--- config.mk ---
export PLATFORM = sky130hd
export DESIGN_NAME = and_gate_sequencer
export DESIGN_NICKNAME = d
export VERILOG_FILES = /design/src/rtl/and_gate_sequencer.sv
export SDC_FILE = /design/constraint.sdc
export NUM_CORES = 1
export LEC_CHECK = 0
export BUFFER_PORTS_ARGS = -buffer_cell sky130_fd_sc_hd__clkbuf_2
export CAP_MARGIN = 20
export CORE_MARGIN = 2
export CORE_UTILIZATION = 58
export CTS_CLUSTER_DIAMETER = 40
export CTS_CLUSTER_SIZE = 24
export DETAILED_ROUTE_END_ITERATION = 8
export GPL_ROUTABILITY_DRIVEN = 0
export PLACE_DENSITY = 0.77
export SYNTH_ARGS = -nofsm -noshare
export SYNTH_HDL_FRONTEND = slang
export SYNTH_SLANG_ARGS = --single-unit
export TNS_END_PERCENT = 100
--- constraint.sdc ---
create_clock -name sys_clk -period 2.6 [get_ports sys_clk]
set_input_delay 0.39 -clock sys_clk [delete_from_list [all_inputs] [get_ports sys_clk]]
set_output_delay 0.39 -clock sys_clk [all_outputs]
set_load 0.005 [all_outputs]
--- src/rtl/and_gate_sequencer.sv ---
// and_gate_sequencer: drives exhaustive then LFSR stimulus into an AND gate and checks y in hardware.
// Optional first-mismatch capture ports are enabled by defining SEQ_FAIL_CAPTURE_EN.
module and_gate_sequencer #(
  parameter int unsigned HOLD_CYCLES  = 5,
  parameter int unsigned RAND_VECTORS = 100,
  parameter logic [7:0]  LFSR_SEED    = 8'hA5
) (
  input  logic       sys_clk,
  input  logic       sys_rst,
  input  logic       start,
  output logic       a_out,
  output logic       b_out,
  input  logic       y_in,
  output logic       busy,
  output logic       done,
  output logic       pass,
  output logic [7:0] err_count,
  output logic [8:0] vec_index
`ifdef SEQ_FAIL_CAPTURE_EN
  ,
  output logic       fail_valid,
  output logic [8:0] fail_index,
  output logic       fail_a,
  output logic       fail_b,
  output logic       fail_y
`endif
);

  localparam logic [7:0] HOLD_LAST = 8'(HOLD_CYCLES - 1);
  localparam logic [8:0] LAST_IDX  = 9'(RAND_VECTORS + 3);

  typedef enum logic [1:0] {
    S_IDLE,
    S_EXH,
    S_RND,
    S_DONE
  } state_t;

  state_t     state, state_n;
  logic [7:0] hold, hold_n;
  logic [7:0] lfsr, lfsr_n, lfsr_step;
  logic [7:0] err_n;
  logic [8:0] vec_n;
  logic       a_n, b_n, busy_n, done_n;
  logic       start_ok, sample, mismatch;

  // Fibonacci taps 8,6,5,4
  assign lfsr_step = {lfsr[6:0], lfsr[7] ^ lfsr[5] ^ lfsr[4] ^ lfsr[3]};
  assign pass      = done && (err_count == 8'd0);

  always_ff @(posedge sys_clk or posedge sys_rst) begin
    if (sys_rst) begin
      state     <= S_IDLE;
      hold      <= 8'd0;
      lfsr      <= LFSR_SEED;
      err_count <= 8'd0;
      vec_index <= 9'd0;
      a_out     <= 1'b0;
      b_out     <= 1'b0;
      busy      <= 1'b0;
      done      <= 1'b0;
    end else begin
      state     <= state_n;
      hold      <= hold_n;
      lfsr      <= lfsr_n;
      err_count <= err_n;
      vec_index <= vec_n;
      a_out     <= a_n;
      b_out     <= b_n;
      busy      <= busy_n;
      done      <= done_n;
    end
  end

  always_comb begin
    state_n  = state;
    hold_n   = hold;
    lfsr_n   = lfsr;
    err_n    = err_count;
    vec_n    = vec_index;
    a_n      = a_out;
    b_n      = b_out;
    busy_n   = busy;
    done_n   = done;
    start_ok = 1'b0;
    sample   = 1'b0;
    mismatch = 1'b0;

    case (state)
      S_IDLE, S_DONE: begin
        // start is only looked at here, so a start coincident with DONE entry is dropped
        if (start) begin
          start_ok = 1'b1;
          state_n  = S_EXH;
          hold_n   = 8'd0;
          lfsr_n   = LFSR_SEED;
          err_n    = 8'd0;
          vec_n    = 9'd0;
          a_n      = 1'b0;
          b_n      = 1'b0;
          busy_n   = 1'b1;
          done_n   = 1'b0;
        end
      end

      S_EXH, S_RND: begin
        sample = (hold == HOLD_LAST);
        if (!sample) begin
          hold_n = hold + 8'd1;
        end else begin
          hold_n   = 8'd0;
          mismatch = (y_in != (a_out & b_out));
          if (mismatch && (err_count != 8'hFF))
            err_n = err_count + 8'd1;
          if (state == S_RND)
            lfsr_n = lfsr_step;

          if (vec_index == LAST_IDX) begin
            state_n = S_DONE;
            a_n     = 1'b0;
            b_n     = 1'b0;
            busy_n  = 1'b0;
            done_n  = 1'b1;
          end else begin
            vec_n = vec_index + 9'd1;
            if (state == S_EXH) begin
              if (vec_index == 9'd3) begin
                // LFSR still holds the seed here: it only steps during RND
                state_n = S_RND;
                a_n     = lfsr[0];
                b_n     = lfsr[1];
              end else begin
                a_n = vec_n[1];
                b_n = vec_n[0];
              end
            end else begin
              a_n = lfsr_step[0];
              b_n = lfsr_step[1];
            end
          end
        end
      end
    endcase
  end

`ifdef SEQ_FAIL_CAPTURE_EN
  always_ff @(posedge sys_clk or posedge sys_rst) begin
    if (sys_rst) begin
      fail_valid <= 1'b0;
      fail_index <= 9'd0;
      fail_a     <= 1'b0;
      fail_b     <= 1'b0;
      fail_y     <= 1'b0;
    end else if (start_ok) begin
      fail_valid <= 1'b0;
      fail_index <= 9'd0;
      fail_a     <= 1'b0;
      fail_b     <= 1'b0;
      fail_y     <= 1'b0;
    end else if (mismatch && !fail_valid) begin
      fail_valid <= 1'b1;
      fail_index <= vec_index;
      fail_a     <= a_out;
      fail_b     <= b_out;
      fail_y     <= y_in;
    end
  end
`endif

endmodule

Yosys cells after proc, flatten, opt, wreduce, memory -nomap -nowiden:

Index checks and enable logic that the tools add are counted.

* register bits: 39
* input bits: 4

* $add $sub $neg: 3
* eq/ne operators: 16
* mux-type cells: 38
* bitwise operators: 4
* reduce and logical (&&, ||, !) cells: 12

Operator list (number)
* 8-bit 2-to-1 mux: 7
* 8-bit case mux with 2 select lines: 3
* 9-bit 2-to-1 mux: 3
* 9-bit case mux with 2 select lines: 1
* 8-bit by 1-bit adder with 8-bit output (second input constant): 2
* 1-bit 2-to-1 mux: 14
* 2-bit != test (second input constant): 6
* 3-bit AND reduction: 4
* 2-bit 2-to-1 mux: 5
* 9-bit by 1-bit adder with 9-bit output (second input constant): 1
* 9-bit by 2-bit == test with 1-bit output (second input constant): 1
* 9-bit by 7-bit == test with 1-bit output (second input constant): 1
* 8-bit by 3-bit == test with 1-bit output (second input constant): 1
* 8-bit zero test: 1
* 8-bit != test (second input constant): 1
* 1-bit case mux with 2 select lines: 4
* 3-bit != test (second input constant): 2
* 2-bit == test (second input constant): 2
* 2-bit case mux with 2 select lines: 1
* 4-bit AND reduction: 1
* 2-bit OR reduction: 2
* 1-bit XOR: 3
* 2-bit by 1-bit == test with 1-bit output (second input constant): 1
* 1-bit logical AND: 2
* 4 further kinds: 4

Depth between registers and ports, before layout:

Gate-level depths: netlist of the first run.

* word-level depth: 7
* mapped depth: 9
* gate-level depth less buffers: 6

Least setup slack after synthesis of the first run:

Ideal clock, no wire load.

* kind: register to register
* start point: register state[0]
* end point: register err_count[7]
* library setup time: 78 ps
* arrival time: 1943 ps
* data required time: 2522 ps
* slack: 578 ps
* cell stages (with the launch flop): 9
* buffers on the path: 2
* clock period less this slack: 2022 ps
* cells stage by stage: dfrtp_1 -> inv_1 -> ha_1 -> and2_1 -> clkbuf_1 -> a31oi_2 -> buf_6 -> or4_1 -> a21oi_1

* word-level cells in the longest chain between the ends: 4
* elaborated cells between the ends (all ways): 11
* those cells by class: eq/ne (6); mux (1); reduce/logical (4)

Ends and longest elaborated chain
* from (decl): line 39 `state_t state, state_n;`
* from (signal assigned): line 63 `state <= state_n;`
* 2-bit == test, or another cell as far along
* 2-bit OR reduction: line 89 `case (state)`
* 2-bit != test (no source line)
* 3-bit AND reduction (no source line)
* to (signal assigned): line 66 `err_count <= err_n;`
* to (decl): line 17 `output logic [7:0] err_count,`

Parallel ways exist; a longest one is shown, timed or not.
A chain may end at the register's enable or synchronous reset.

Worst setup path after layout of the first run:

* start point: register state[0]
* end point: register vec_index[3]

* word-level cells in the longest chain between the ends: 4
* elaborated cells between the ends (all ways): 11
* those cells by class: eq/ne (6); mux (1); reduce/logical (4)

Ends and longest elaborated chain
* 2-bit == test, or another cell as far along
* 2-bit OR reduction: line 89
* 2-bit != test (no source line)
* 3-bit AND reduction (no source line)
* to (signal assigned): line 67 `vec_index <= vec_n;`
* to (decl): line 18 `output logic [8:0] vec_index`

Parallel ways exist; a longest one is shown, timed or not.

==> results of run 1 <==
area by class of cell:
class	count	area [um^2]
Clock buffer	6	82.58
Clock inverter	2	35.03
Sequential cell	39	980.9
Fill cell	300	1114
Tap cell	48	60.06
Timing Repair Buffer	36	207.7
Inverter	14	52.55
Multi-Input combinational cell	171	1156
stage by stage:
stage / util / std cells / power, uW / cell area [um^2]
after CTS: 0.6981 / 316 / 1740 / 2575
after global routing: 0.6981 / 316 / 1844 / 2575
after global placement: 0.6662 / 308 / 1199 / 2457
final: 0.6981 / 316 / 1735 / 2575
after detailed placement: 0.6662 / 308 / 1209 / 2457
after floorplan: - / 232 / 1091 / 2228
sequential cells by signal, summed over array words and instances (netlist names):
signal	count
busy	1
state	2
done	1
lfsr	8
hold	8
b_out	1
vec_index	9
err_count	8
a_out	1
worst max-delay path by stage:
stage / end / cells past startpoint / slack (ps)
6_report: vec_index[3]$_DFFE_PP0P_ / 7 / 330
5_1_grt: b_out$_DFFE_PP0P_ / 6 / 140
4_1_cts: vec_index[3]$_DFFE_PP0P_ / 7 / 310
3_5_place_dp: vec_index[3]$_DFFE_PP0P_ / 7 / 340
3_3_place_gp: vec_index[3]$_DFFE_PP0P_ / 7 / 410
2_1_floorplan: err_count[7]$_DFFE_PP0P_ / 8 / 580
layout by cell type, fill, tap and decap left out, drive strengths merged, types with 4 or more instances in the layout:
master	Yosys	layout
clkbuf	5	31
buf	3	11
and4b	4	4
nor2	16	16
a21oi	16	16
or3	7	7
o31ai	9	9
and2	4	4
and3	4	4
a22o	4	4
xnor2	4	4
dfrtp	35	35
ha	7	7
dfstp	4	4
inv	14	14
or4	4	4
mux2i	7	7
nand3	9	9
a211o	4	4
nand2	20	20
o21ai	14	14
worst reg2reg max path: stages (launching register included):
cell and delay, ps:
dfrtp_1 370, inv_1 50, ha_1 420, buf_4 240, nor2b_1 200, nand3_1 240, or4_1 530, a21oi_1 150
cell families after synthesis:
family          count (synthesis)
compound gates                 62
xor+xnor                        6
fa+ha+maj                       7
buf+inv                        22
flops                          39
mux                            10
simple gates                   86
report_power, final:
group / switching (uW) / internal, uW
sequential: 129 / 701
combinational: 183 / 193
clock: 220 / 311
total: 531 / 1200
metal layers:
layer  track usage  share of wire  wire length (um)
met1        0.3289           0.47              2245
met2        0.4003           0.48              2282
met3       0.05111          0.035               169
met4        0.1046          0.017                82
met5             0              0                 0
==> results.json, run 1 <==
{
  "outcome": "complete, no violations",
  "dpl.hpwl_um": 3304,
  "synth.mux.area_fraction": 0.04660,
  "synth_area_um2": 2228,
  "syn_area_per_cell_um2": 9.605,
  "post-route-period-util": 0.8741,
  "synth_nets": 243,
  "coreArea_um2": 3689,
  "antenna_found_initial": 0,
  "fmax_mhz": 440.0,
  "ant_nets": 0,
  "drcViolationCount": 0,
  "setup_viol": 0,
  "post_cts_buffers": 0,
  "synth_xor_area_frac": 0.02358,
  "max_stage_delay_ps": 530,
  "ys_ff_latch": 39,
  "yosysWarnings": 0,
  "pin_count": 26,
  "h-tree-depth": 2,
  "min_period_ps": 2273,
  "cp_top_family": "simple AND/OR/NAND/NOR gates",
  "layout-drive-gt1-share": 0.2090,
  "drtIter0Drc": 113,
  "cp_cell_sequence": "inv_1 > ha_1 > buf_4 > nor2b_1 > nand3_1 > or4_1 > a21oi_1",
  "setup_tns_ps": 0,
  "slowest_stage": "or4_1",
  "io_buffers": 25,
  "ctsResizeCount": 0,
  "critPathKind": "flip-flop to flip-flop",
  "p_per_area_nw_per_um2": 673.9,
  "whs_ps": 172.7,
  "initial_core_util": 0.6041,
  "yosysTopAreaCell": "dfrtp_1",
  "reg2reg_depth": 7,
  "ys_types": 46,
  "leakage_uw": 0.001175,
  "cp-startpoint": "state[0]$_DFFE_PP0P_",
  "drv_slew": 0,
  "worst_setup_path_start_kind": "flip-flop",
  "cts_tree": "done",
  "rsz0062_at_grt": "false",
  "yosys.area_share.simple": 0.2246,
  "hold_viol": 0,
  "cts_root_buf": "clkbuf_8",
  "async_flop_share": 1.000,
  "synth_compound_area_frac": 0.1847,
  "fin_worst_skew_ps": 9.597,
  "synth_top_area_share": 0.3930,
  "grt_pass1_wl_um": 8155,
  "synthTopCellsByCount": "35 x dfrtp_1, 20 x nand2_1, 16 x a21oi_1, 16 x nor2_1",
  "clk_pin_slew_ps": 80,
  "synth-edff-count": 0,
  "yosysMostFrequentCell": "dfrtp_1",
  "netlist_instances": 232,
  "pre_cts_ws_ps": 338.6,
  "r2r-start": "state[0]$_DFFE_PP0P_",
  "antenna_cells": 0,
  "setup_ws_ps": 327.3,
  "ys.flop_type": "dfrtp_1",
  "wire_per_inst_um": 15.13,
  "syn_to_final_growth_pct": 15.55,
  "arrival_ps": 2500,
  "fp-row-count": 22,
  "r2r_slack_ps": 330,
  "cp.required_ps": 2830,
  "path_max_fanout": 14,
  "first_global_vias": 1757,
  "end_kind": "flip-flop",
  "fp.dieH_um": 65.99,
  "numCtsBuffers": 5,
  "worst_skew_pair.late_latency_ps": 300,
  "synth_top_cells_by_area": "dfrtp_1 39%, dfstp_2 4.7%, ha_1 3.9%",
  "firstDrtPassIters": 4,
  "seq_area_frac_synth": 0.4402,
  "drt_wl_total_um": 4780,
  "die-area_um2": 4354,
  "vias": 1878,
  "peakVddDrop_uv": 546.1,
  "cap_violations": 0,
  "grt_max_degree": 40,
  "cts_buffer_depth": 2,
  "hold_class": "primary input to async pin",
  "yosys.area_share.adder": 0.03930,
  "overflow": 0,
  "r2r-end": "vec_index[3]$_DFFE_PP0P_",
  "grt_use_total": 0.2492,
  "clock_sinks": 39,
  "synth_top_family_by_area": "simple AND/OR/NAND/NOR gates",
  "tightest_slew_ps": 627.2,
  "die-width_um": 65.99,
  "nets": 278,
  "viasPerCell": 5.943,
  "max-slew-margin-rel": 0.5819,
  "cts_hold_repair.buffers": 0,
  "crit_buf_inv": 2
}
No activity file was read; power rests on OpenSTA's default activity.
==> run 2: changes to the inputs <==
--- a/config.mk
+++ b/config.mk
@@ -13,7 +13,7 @@
 export CTS_CLUSTER_SIZE = 24
 export DETAILED_ROUTE_END_ITERATION = 8
 export GPL_ROUTABILITY_DRIVEN = 0
-export PLACE_DENSITY = 0.77
+export PLACE_DENSITY = 0.83
 export SYNTH_ARGS = -nofsm -noshare
 export SYNTH_HDL_FRONTEND = slang
 export SYNTH_SLANG_ARGS = --single-unit
==> results.json, run 2 (synthesized netlist as in run 1, its figures left out) <==
{
  "outcome": "complete, no violations",
  "r2r_slack_ps": 350,
  "peakVddDrop_uv": 481.3,
  "hold_viol": 0,
  "cap_violations": 0,
  "worst_setup_path_start_kind": "flip-flop",
  "hold_class": "primary input to async pin",
  "layout_common_cells": "35 x dfrtp_1, 25 x clkbuf_2, 20 x nand2_1",
  "antenna_found_initial": 0,
  "reg2reg_depth": 6,
  "stdcell_count": 316,
  "cts_hold_repair.buffers": 0,
  "drcViolationCount": 0,
  "dpl.hpwl_um": 3487,
  "cts_buffer_depth": 2,
  "drt_wl_total_um": 4868,
  "tightest_slew_ps": 643.2,
  "fin_worst_skew_ps": 9.448,
  "first_global_vias": 1855,
  "grt_max_degree": 40,
  "ctsResizeCount": 0,
  "nets": 278,
  "setup_tns_ps": 0,
  "largest_register_ffs": 9,
  "fmax_mhz": 445.1,
  "post_cts_buffers": 0,
  "firstDrtPassIters": 4,
  "die-width_um": 65.99,
  "cp-startpoint": "state[0]$_DFFE_PP0P_",
  "pin_count": 26,
  "fp.dieH_um": 65.99,
  "r2r-end": "err_count[7]$_DFFE_PP0P_",
  "grt_pass1_wl_um": 8383,
  "drtIter0Drc": 160,
  "critPathKind": "flip-flop to flip-flop",
  "drv_slew": 0,
  "ant_nets": 0,
  "cts_tree": "done",
  "worst_skew_pair.late_latency_ps": 300,
  "die-area_um2": 4354,
  "cts_root_buf": "clkbuf_8",
  "numCtsBuffers": 5,
  "min_period_ps": 2247,
  "r2r-start": "state[0]$_DFFE_PP0P_",
  "intPower_uw": 1083,
  "layout-drive-gt1-share": 0.2015,
  "power_switching_uw": 519.4,
  "cp.required_ps": 2830,
  "syn_to_final_growth_pct": 13.92,
  "leakage_uw": 0.001157,
  "top_register": "vec_index",
  "end_kind": "flip-flop",
  "io_buffers": 25,
  "initial_core_util": 0.6041,
  "final_common_cell": "dfrtp_1",
  "whs_ps": 181.2,
  "setup_viol": 0,
  "vias": 1924,
  "viasPerCell": 6.089,
  "max-slew-margin-rel": 0.5692,
  "overflow": 0,
  "p_per_area_nw_per_um2": 631.0,
  "rsz0062_at_grt": "false",
  "clock_sinks": 39,
  "comb_power_share": 0.233,
  "clk_pin_slew_ps": 80,
  "swShare": 0.3242,
  "coreArea_um2": 3689,
  "wire_per_inst_um": 15.41,
  "arrival_ps": 2480,
  "grt_use_total": 0.2554,
  "h-tree-depth": 2,
  "pwr-share-clk": 0.250,
  "path_max_fanout": 10,
  "antenna_cells": 0,
  "sequentialPowerShare": 0.517,
  "dp_cells": 308,
  "post-route-period-util": 0.8641,
  "fp-row-count": 22
}
-- run 2: cell types whose count changed in the layout (fill, tap and decap cells not counted), sizes merged --
| cell | before | now |
|---|---|---|
| clkbuf | 31 | 32 |
| bufinv | 1 | 0 |
-- run 2: metrics by stage --
step           setup slack, ps  total power [uW]  area (um^2)  utilization
4_1_cts                  350.7              1615         2539       0.6883
2_1_floorplan            578.1              1091         2228            -
3_3_place_gp             449.8              1197         2457       0.6662
6_report                 353.4              1602         2539       0.6883
3_5_place_dp             365.3              1213         2457       0.6662
5_1_grt                  214.6              1706         2539       0.6883
-- run 2: worst max path at each step --
stage / endpoint / depth (start not counted)
2_1_floorplan: err_count[7]$_DFFE_PP0P_ / 8
3_3_place_gp: err_count[7]$_DFFE_PP0P_ / 6
3_5_place_dp: err_count[7]$_DFFE_PP0P_ / 6
4_1_cts: err_count[7]$_DFFE_PP0P_ / 6
5_1_grt: b_out$_DFFE_PP0P_ / 5
6_report: err_count[7]$_DFFE_PP0P_ / 6
-- run 2: metal layers --
metal / part of all wire / global-route usage
met1: 0.46 / 0.3292
met2: 0.48 / 0.4192
met3: 0.042 / 0.03748
met4: 0.016 / 0.1301
met5: 0 / 0
-- run 2: power groups by stage --
stage	combinational (uW)	sequential, uW	clock [uW]
finish	374	828	400
global route	427	847	432
CTS	377	827	410
detailed placement	375	838	0
global placement	362	834	0
floorplan	276	815	0
-- run 2: cell type report --
type / count / area, um^2
multi-input cells: 171 / 1156
flip-flops and latches: 39 / 980.9
well taps: 48 / 60.06
clock buffers: 7 / 76.32
clock inverters: 1 / 5.005
inverters: 14 / 52.55
fillers: 293 / 1150
repair buffers: 36 / 207.7
-- run 2: worst max-delay path, stage by stage, from the launching register on --
cell and delay, ps:
dfrtp_1 370, inv_1 50, ha_1 450, and4b_1 250, a211o_1 400, or4_1 500
a21oi_1 150
==> run 3: changes to the inputs <==
--- a/config.mk
+++ b/config.mk
@@ -5,6 +5,7 @@
 export SDC_FILE = /design/constraint.sdc
 export NUM_CORES = 1
 export LEC_CHECK = 0
+export ABC_AREA = 1
 export BUFFER_PORTS_ARGS = -buffer_cell sky130_fd_sc_hd__clkbuf_2
 export CAP_MARGIN = 20
 export CORE_MARGIN = 2
==> results.json, run 3 <==
{
  "antenna_found_initial": 0,
  "syn_area_per_cell_um2": 7.132,
  "clk_pin_slew_ps": 80,
  "pin_count": 26,
  "worst_skew_pair.late_latency_ps": 300,
  "max_stage_delay_ps": 380,
  "drcViolationCount": 0,
  "async_flop_share": 1.000,
  "critPathKind": "flip-flop to flip-flop",
  "setup_tns_ps": 0,
  "synth_area_um2": 2354,
  "synth_top_area_share": 0.3721,
  "wire_per_inst_um": 12.10,
  "first_global_vias": 1966,
  "grt_use_total": 0.2500,
  "fp-row-count": 23,
  "nets": 368,
  "cap_violations": 0,
  "sequentialPowerShare": 0.386,
  "synthTopCellsByCount": "117 x nand2_1, 38 x nor2_1, 36 x inv_1",
  "cp_top_family": "simple AND/OR/NAND/NOR gates",
  "yosysTopAreaCell": "dfrtp_1",
  "die-area_um2": 4583,
  "seq_area_frac_synth": 0.4168,
  "drv_slew": 0,
  "clock_sinks": 39,
  "hold_viol": 0,
  "slowest_stage": "dfrtp_1",
  "pwr-share-clk": 0.153,
  "cts_hold_repair.buffers": 0,
  "grt_pass1_wl_um": 8611,
  "yosysWarnings": 0,
  "leakage_uw": 0.001403,
  "largest_register_ffs": 9,
  "firstDrtPassIters": 5,
  "fp.dieH_um": 67.70,
  "whs_ps": 177.4,
  "post_cts_buffers": 0,
  "min_period_ps": 1975,
  "synth_nets": 341,
  "setup_viol": 0,
  "post-route-period-util": 0.7598,
  "cp_cell_sequence": "inv_1 > ha_1 > inv_2 > nor2_4 > inv_2 > nand2_2 > nor2_4 > inv_1 > nand2_1 > nand2_1",
  "viasPerCell": 5.157,
  "hold_class": "primary input to async pin",
  "intPower_uw": 1422,
  "yosysMostFrequentCell": "nand2_1",
  "ctsResizeCount": 0,
  "ys_types": 26,
  "cts_buffer_depth": 2,
  "max-slew-margin-rel": 0.6724,
  "crit_buf_inv": 4,
  "die-width_um": 67.70,
  "grt_max_degree": 40,
  "synth-edff-count": 0,
  "rsz0062_at_grt": "false",
  "path_max_fanout": 15,
  "peakVddDrop_uv": 621.7,
  "dpl.hpwl_um": 3512,
  "power_switching_uw": 1169,
  "drt_wl_total_um": 4936,
  "io_buffers": 25,
  "ant_nets": 0,
  "tightest_slew_ps": 491.3,
  "coreArea_um2": 3943,
  "initial_core_util": 0.5970,
  "top_register": "vec_index",
  "numCtsBuffers": 5,
  "ys.flop_type": "dfrtp_1",
  "fin_worst_skew_ps": 12.95,
  "p_per_area_nw_per_um2": 998.0,
  "netlist_instances": 330,
  "end_kind": "flip-flop",
  "final_common_cell": "nand2_1",
  "outcome": "complete, no violations",
  "synth_top_cells_by_area": "dfrtp_1 37%, nand2_1 19%, nor2_1 6.1%",
  "swShare": 0.4511,
  "drtIter0Drc": 156,
  "vias": 2104,
  "cts_tree": "done",
  "cts_root_buf": "clkbuf_8",
  "comb_power_share": 0.461,
  "h-tree-depth": 2,
  "layout-drive-gt1-share": 0.1425,
  "final_util": 0.6585,
  "antenna_cells": 0,
  "worst_setup_path_start_kind": "flip-flop",
  "arrival_ps": 2160,
  "ys_ff_latch": 39,
  "syn_to_final_growth_pct": 10.31,
  "layout_common_cells": "117 x nand2_1, 38 x nor2_1, 36 x inv_1",
  "cp.required_ps": 2780,
  "overflow": 0,
  "fmax_mhz": 506.2
}
run 3: final timing paths:
path,slack [ps],cells past startpoint,endpoint,startpoint
max,620,10,vec_index[7]$_DFFE_PP0P_,state[0]$_DFFE_PP0P_
min,180,3,err_count[4]$_DFFE_PP0P_,sys_rst
max reg2reg,620,10,vec_index[7]$_DFFE_PP0P_,state[0]$_DFFE_PP0P_
min reg2reg,500,2,lfsr[2]$_DFFE_PP1P_,lfsr[2]$_DFFE_PP1P_
max in group asynchronous,2030,3,lfsr[0]$_DFFE_PP1P_,sys_rst
min in group sys_clk,430,4,hold[0]$_DFFE_PP0P_,start
run 3: worst register-to-register path: stages, from the launching register on:
cell	delay (ps)
dfrtp_1	380
inv_1	50
ha_1	320
inv_2	230
nor2_4	90
inv_2	160
nand2_2	110
nor2_4	270
inv_1	120
nand2_1	80
nand2_1	50
run 3: metal layers:
metal	global-route usage	wire length [um]	part of all wire	vias up
li1	-	-	-	1092
met1	0.3210	2299	0.47	968
met2	0.4154	2377	0.48	40
met3	0.05333	214	0.043	4
met4	0.08673	44	0.0089	0
met5	0	0	0	-
run 3: per-stage QoR:
step	std cells	worst slack [ps]	cell area (um^2)	total power, uW
after floorplan	330	973.2	2354	1899
after global placement	400	731.9	2515	2161
after detailed placement	400	625.2	2515	2200
after CTS	408	628.3	2596	2607
after global routing	408	455.4	2596	2857
final	408	624.6	2596	2591
run 3: final cells by class:
cell class                 instances  area [um^2]
timing repair buffer              27        140.1
fill                             321         1346
inverter                          39        146.4
clock inverter                     1        5.005
clock buffer                       7        76.32
sequential                        39        980.9
multi-input combinational        245         1185
tap                               50        62.56
run 3: cells by family (layout without fill, tap and decap cells):
group | after synthesis | count (layout) | synth area share
buffers and inverters | 46 | 74 | 0.07974
adder cells (fa/ha/maj) | 7 | 7 | 0.03721
XOR/XNOR | 10 | 10 | 0.03721
AND/OR/NAND/NOR | 202 | 202 | 0.3668
flip-flops | 39 | 39 | 0.4168
AO/OA/AOI/OAI | 26 | 26 | 0.06220
run 3: power groups by stage:
| stage | Combinational (uW) | Clock [uW] | Sequential [uW] |
|---|---|---|---|
| global placement | 1160 | 0 | 1000 |
| detailed placement | 1190 | 0 | 1010 |
| finish | 1190 | 398 | 999 |
| global route | 1390 | 436 | 1030 |
| CTS | 1200 | 410 | 998 |
| floorplan | 924 | 0 | 975 |
